--- src/rtl/mem_if_pkg.sv ---
// Shared types and default channel widths for the minimal-memory interface blocks.
package mem_if_pkg;

   typedef enum logic {
      IDLE = 1'b0,
      BUSY = 1'b1
   } arbState_t;

   localparam int DEF_ADDR_W = 7;
   localparam int DEF_DATA_W = 8;
   localparam int DEF_SIZE_W = 4;

endpackage

--- src/rtl/rr_priority_pick.sv ---
// Combinational round-robin selector: first pending index after the last winner.
module rr_priority_pick #(
   parameter int N_REQ   = 2,
   parameter int GRANT_W = (N_REQ > 1) ? $clog2(N_REQ) : 1
) (
   input  logic [N_REQ-1:0]   i_pending,
   input  logic [GRANT_W-1:0] i_lastGrant,
   output logic [GRANT_W-1:0] o_index,
   output logic               o_valid
);

   // Scan from farthest to nearest so the nearest pending index is written last and wins.
   always_comb begin
      o_index = '0;
      o_valid = 1'b0;
      for (int k = N_REQ; k >= 1; k--) begin
         if (i_pending[(int'(i_lastGrant) + k) % N_REQ]) begin
            o_index = GRANT_W'((int'(i_lastGrant) + k) % N_REQ);
            o_valid = 1'b1;
         end
      end
   end

endmodule

--- src/rtl/mem_port_arbiter.sv ---
// Round-robin arbiter sharing one minimal-memory channel among N_REQ masters,
// holding each grant until the memory answers, the master withdraws, or the watchdog fires.
module mem_port_arbiter
   import mem_if_pkg::*;
#(
   parameter int N_REQ   = 2,
   parameter int ADDR_W  = DEF_ADDR_W,
   parameter int DATA_W  = DEF_DATA_W,
   parameter int SIZE_W  = DEF_SIZE_W,
   parameter int TIMEOUT = 64,
   parameter int GRANT_W = (N_REQ > 1) ? $clog2(N_REQ) : 1
) (
   input  logic                      clock,
   input  logic                      reset,
   input  logic [N_REQ-1:0]          R_oe_ram,
   input  logic [N_REQ-1:0]          R_we_ram,
   input  logic [N_REQ*ADDR_W-1:0]   R_addr_ram,
   input  logic [N_REQ*DATA_W-1:0]   R_Wdata_ram,
   input  logic [N_REQ*SIZE_W-1:0]   R_data_ram_size,
   output logic [N_REQ*DATA_W-1:0]   R_Rdata_ram,
   output logic [N_REQ-1:0]          R_DataRdy,
   output logic                      Mout_oe_ram,
   output logic                      Mout_we_ram,
   output logic [ADDR_W-1:0]         Mout_addr_ram,
   output logic [DATA_W-1:0]         Mout_Wdata_ram,
   output logic [SIZE_W-1:0]         Mout_data_ram_size,
   input  logic [DATA_W-1:0]         M_Rdata_ram,
   input  logic                      M_DataRdy,
   output logic [GRANT_W-1:0]        grant,
   output logic                      busy,
   output logic                      err
);

   localparam int                  WDOG_W    = $clog2(TIMEOUT);
   localparam logic [WDOG_W-1:0]   WDOG_LAST = WDOG_W'(TIMEOUT - 1);
   localparam logic [GRANT_W-1:0]  LAST_INIT = GRANT_W'(N_REQ - 1);

   arbState_t            r_state;
   logic [GRANT_W-1:0]   r_grant;
   logic [GRANT_W-1:0]   r_lastGrant;
   logic [WDOG_W-1:0]    r_wdog;
   logic                 r_err;

   arbState_t            w_nextState;
   logic [GRANT_W-1:0]   w_nextGrant;
   logic [GRANT_W-1:0]   w_nextLastGrant;
   logic [WDOG_W-1:0]    w_nextWdog;
   logic                 w_nextErr;

   logic [N_REQ-1:0]     w_pending;
   logic [N_REQ-1:0]     w_illegal;
   logic [GRANT_W-1:0]   w_pickIndex;
   logic                 w_pickValid;
   logic                 w_selOe;
   logic                 w_selWe;
   logic [ADDR_W-1:0]    w_selAddr;
   logic [DATA_W-1:0]    w_selWdata;
   logic [SIZE_W-1:0]    w_selSize;
   logic                 w_active;
   logic                 w_grantPending;
   logic                 w_forward;
   logic                 w_done;

   // A master asserting both oe and we is illegal; the xor drops it from arbitration.
   assign w_pending = R_oe_ram ^ R_we_ram;
   assign w_illegal = R_oe_ram & R_we_ram;

   rr_priority_pick #(
      .N_REQ   (N_REQ),
      .GRANT_W (GRANT_W)
   ) u_pick (
      .i_pending   (w_pending),
      .i_lastGrant (r_lastGrant),
      .o_index     (w_pickIndex),
      .o_valid     (w_pickValid)
   );

   assign w_selOe    = R_oe_ram[r_grant];
   assign w_selWe    = R_we_ram[r_grant];
   assign w_selAddr  = R_addr_ram[int'(r_grant)*ADDR_W +: ADDR_W];
   assign w_selWdata = R_Wdata_ram[int'(r_grant)*DATA_W +: DATA_W];
   assign w_selSize  = R_data_ram_size[int'(r_grant)*SIZE_W +: SIZE_W];

   // Gating with reset keeps the channel quiet in the very cycle reset is asserted.
   assign w_active       = (r_state == BUSY) && reset;
   assign w_grantPending = w_pending[r_grant];
   assign w_forward      = w_active && w_grantPending;
   assign w_done         = w_forward && M_DataRdy;

   assign Mout_oe_ram        = w_forward && w_selOe;
   assign Mout_we_ram        = w_forward && w_selWe;
   assign Mout_addr_ram      = w_active ? w_selAddr  : '0;
   assign Mout_Wdata_ram     = w_active ? w_selWdata : '0;
   assign Mout_data_ram_size = w_active ? w_selSize  : '0;

   always_comb begin
      R_DataRdy   = '0;
      R_Rdata_ram = '0;
      if (w_done) begin
         R_DataRdy[r_grant] = 1'b1;
         if (w_selOe) begin
            R_Rdata_ram[int'(r_grant)*DATA_W +: DATA_W] = M_Rdata_ram;
         end
      end
   end

   always_comb begin
      w_nextState     = r_state;
      w_nextGrant     = r_grant;
      w_nextLastGrant = r_lastGrant;
      w_nextWdog      = r_wdog;
      w_nextErr       = r_err | (|w_illegal);
      case (r_state)
         IDLE: begin
            w_nextWdog = '0;
            if (w_pickValid) begin
               w_nextGrant = w_pickIndex;
               w_nextState = BUSY;
            end
         end
         BUSY: begin
            w_nextWdog = r_wdog + 1'b1;
            // Completion, withdrawal and timeout all release the channel and demote this master.
            if (!w_grantPending || M_DataRdy || (r_wdog == WDOG_LAST)) begin
               w_nextState     = IDLE;
               w_nextLastGrant = r_grant;
               w_nextWdog      = '0;
               if (w_grantPending && !M_DataRdy) begin
                  w_nextErr = 1'b1;
               end
            end
         end
         default: w_nextState = IDLE;
      endcase
   end

   always_ff @(posedge clock) begin
      if (!reset) begin
         r_state     <= IDLE;
         r_grant     <= '0;
         r_lastGrant <= LAST_INIT;
         r_wdog      <= '0;
         r_err       <= 1'b0;
      end else begin
         r_state     <= w_nextState;
         r_grant     <= w_nextGrant;
         r_lastGrant <= w_nextLastGrant;
         r_wdog      <= w_nextWdog;
         r_err       <= w_nextErr;
      end
   end

   assign grant = r_grant;
   assign busy  = (r_state == BUSY);
   assign err   = r_err;

endmodule
--- config.mk ---
export PLATFORM = sky130hd
export DESIGN_NAME = mem_port_arbiter
export DESIGN_NICKNAME = d
export VERILOG_FILES = /design/src/rtl/mem_if_pkg.sv /design/src/rtl/rr_priority_pick.sv /design/src/rtl/mem_port_arbiter.sv
export SDC_FILE = /design/constraint.sdc
export NUM_CORES = 1
export LEC_CHECK = 0
export CAP_MARGIN = 20
export CORE_ASPECT_RATIO = 1.5
export CORE_MARGIN = 5
export CORE_UTILIZATION = 30
export CTS_BUF_LIST = sky130_fd_sc_hd__clkbuf_2 sky130_fd_sc_hd__clkbuf_4 sky130_fd_sc_hd__clkbuf_8
export DETAILED_ROUTE_END_ITERATION = 16
export GPL_TIMING_DRIVEN = 0
export PLACE_DENSITY = 0.89
export SLEW_MARGIN = 20
export SYNTH_ARGS = -nofsm -noshare
export SYNTH_HDL_FRONTEND = slang
export SYNTH_SLANG_ARGS = --single-unit
--- constraint.sdc ---
create_clock -name clock -period 1.81 [get_ports clock]
set_input_delay 0.2715 -clock clock [delete_from_list [all_inputs] [get_ports clock]]
set_output_delay 0.2715 -clock clock [all_outputs]
set_load 0.005 [all_outputs]
==> impl_metrics.tcl <==
set metrics [dict create \
    status "finished with violations" \
    violations "negative setup slack" \
    fillers 219 \
    drt_first_iter_violations 13 \
    hold_ws_ps 427 \
    hold_depth 4 \
    final_cell_mix "clkdlybuf4s50_1 (58), nor2_1 (27), mux2i_1 (20)" \
    tightest_slew_ps 217 \
    cp_num_buf_inv 4 \
    clkPwrFrac_pct 29.8 \
    ys_warn_count 0 \
    relSlewSlack_pct 85.5 \
    power.total_w 0.000932 \
    ir_drop_mv 0.398 \
    drc 0 \
    root_buffer "clkbuf_8" \
    async_flop_share_pct 0 \
    p_per_area_nw_per_um2 440 \
    multi_input_area_um2 748 \
    postCtsHoldBufs 0 \
    max_stage_delay_ps 330 \
    cts_sinks 10 \
    switchingPower_w 0.000250 \
    critical_path_depth 8 \
    worstHoldStart "R_oe_ram[1]" \
    num_io_pins 95 \
    cp_max_fo 6 \
    dpl.hpwl_um 3220 \
    finClkSkew_ps 0.900 \
    cp_common_cell "buf_6" \
    setup-tns-final_ps -768 \
    cp-start-kind "flop" \
    switching_share_pct 26.9 \
    clk_pin_slew_worst_paths_ps 50 \
    place_area_um2 1910 \
    hp-class "input port to flop" \
    routed_wl_um 4000 \
    antenna_found_initial 0 \
    clkLatencyLatePin_ps 240 \
    vias_per_cell 4.67 \
    start_util_pct 31.3 \
    arrival_ps 1650 \
    rsz0062_at_grt "true" \
    synth.distinct_cells 27 \
    diodes 0 \
    final_util_pct 71.9 \
    clockBufferDepth 2 \
    synth_fp_nets 177 \
    drt_pre_antenna_iters 4 \
    p_seq_share_pct 26.0 \
    finalSetupViolCount 17 \
    p_leak_nw 0.935 \
    cpMaxStageDelayCell "dfxtp_2" \
    p_int_w 0.000682 \
    grt_first_pass_wirelength_um 6170 \
    r2r_slack_ps 410 \
    row_count 24 \
    rr_startpoint "grant" \
    grt_max_degree 11 \
    synth.avg_cell_area_um2 7.62 \
    drive_gt1_share_pct 28.4 \
    crit_type "flop to output pin" \
    hold_viol 0 \
    gp_congestion 0.785 \
    synth_edf_count 0 \
    cp_top_family "buffers and inverters" \
    hold_path_end "err" \
    grt_pass1_vias 1309 \
    min_period_ps 1920 \
    synth.cell_area_um2 922 \
    power.share.combinational_pct 44.1 \
    synth-main-ff-cell "dfxtp_1" \
    rr_worst_depth 6 \
    yosys_register_bits 10 \
    nNetsFinal 289 \
    finalCritPeriodShare_pct 106 \
    path_cells "buf_6, mux2_4, nand3_4, nor2_4, buf_6, buf_6, and2_4, buf_6" \
    seq_area_um2 203 \
    cp.required_ps 1540 \
    overflow 0 \
    synth_cells 121 \
    ys_seq_area_share_pct 21.7 \
    cap_violations 0 \
    die_x_um 55.3 \
    io_buffers 94 \
    area_growth_pct 129 \
    fin_ws_ps -111 \
    final_common_cell "clkdlybuf4s50_1" \
    cts_tree "yes" \
    core-area_um2 2940 \
    clock.fmax_mhz 521 \
    die_y_um 77.9 \
    final_area_um2 2120 \
    fp.dieArea_um2 4310 \
    grt.total_usage_pct 17.9 \
    endpoint_kind "output pin" \
    cts_max_level 1 \
    r2r-end "r_wdog[5]" \
    slew_viol_final 0 \
    post_drt_wl_per_cell_um 14.8 \
    drtAntennaViolNets 0 \
    vias 1266 \
    cts_made_buffers 3 \
]
[metrics by stage]
step / cells / setup slack, ps
finish: 271 / -111
floorplan: 121 / 310
global placement: 254 / -760
global route: 271 / -164
CTS: 270 / -113
detailed placement: 254 / -822
[area by class of cell]
class,count,share of cell area (%)
timing repair buffer,107,47.5
multi-input combinational,102,35.4
sequential,10,9.58
clock buffer,4,2.60
tap,39,2.31
buffer,5,1.95
inverter,4,0.710
[power by group through the flow]
stage	sequential, W	clock, W	combinational [W]
final	0.000242	0.000278	0.000411
after detailed placement	0.000246	0	0.000378
after floorplan	0.000244	0	0.000163
after global placement	0.000245	0	0.000373
after global routing	0.000244	0.000303	0.000445
after CTS	0.000243	0.000286	0.000409
[cell usage after synthesis, types with 2 or more instances]
master    number  area (µm²)
and3_1         2        12.5
nor2_2         2        12.5
inv_1          4        15.0
nand2_1        6        22.5
and2_1        15        93.8
xnor2_1        3        26.3
nand3_1        8        40.0
nor2_1        27         101
dfxtp_1       10         200
a21oi_1        2        10.0
buf_2          2        10.0
mux2i_1       20         200
clkbuf_1       2        7.51
nor3_1         2        10.0
nor2b_1        2        12.5
ha_1           3        37.5
[state kept, by name, summed over array words and instances (netlist names)]
name / count
grant: 1
r_lastGrant: 1
r_wdog: 6
err: 1
busy: 1
[metal layers]
metal,part of all wire (%),global-route usage [%],vias to the layer above,routed length [µm]
met5,0,0,-,0
met4,4.6,11.7,0,184
met3,8.0,5.81,17,320
met2,55,35.0,63,2220
met1,32,15.0,557,1280
li1,-,-,629,-
[worst register-to-register path, cell delays in order (launching register included)]
cell and delay (ps):
dfxtp_2 330, buf_6 120, mux2_4 320, buf_4 130, nor2b_4 120, nand3_1 200, nor2_1 80
[logic make-up after synthesis]
| logic type | count (synthesis) | share of synthesized area (%) |
|---|---|---|
| and+or+nand+nor | 66 | 36.5 |
| muxes | 21 | 23.3 |
| DFF | 10 | 21.7 |
| buffers and inverters | 9 | 4.75 |
| AOI/OAI and AO/OA | 8 | 5.84 |
| xor gates and xnor gates | 4 | 3.80 |
| adders and majority gates | 3 | 4.07 |
[how the worst max path moves through the flow]
stage,start,to
6_report,grant,R_Rdata_ram[13]
5_1_grt,grant,R_Rdata_ram[10]
4_1_cts,grant,R_Rdata_ram[10]
3_5_place_dp,R_oe_ram[0],R_Rdata_ram[11]
3_3_place_gp,R_oe_ram[0],R_Rdata_ram[11]
2_1_floorplan,R_oe_ram[0],R_Rdata_ram[0]
[timing repair]
item                                   4_1_cts  5_1_grt
resized for setup                          108       23
setup endpoints to repair                   39       26
endpoints found under the hold margin        0        0
pin swaps                                   11        7
setup buffers                               12        1
gates cloned                                 0        0
No activity file was read; power rests on OpenSTA's default activity.
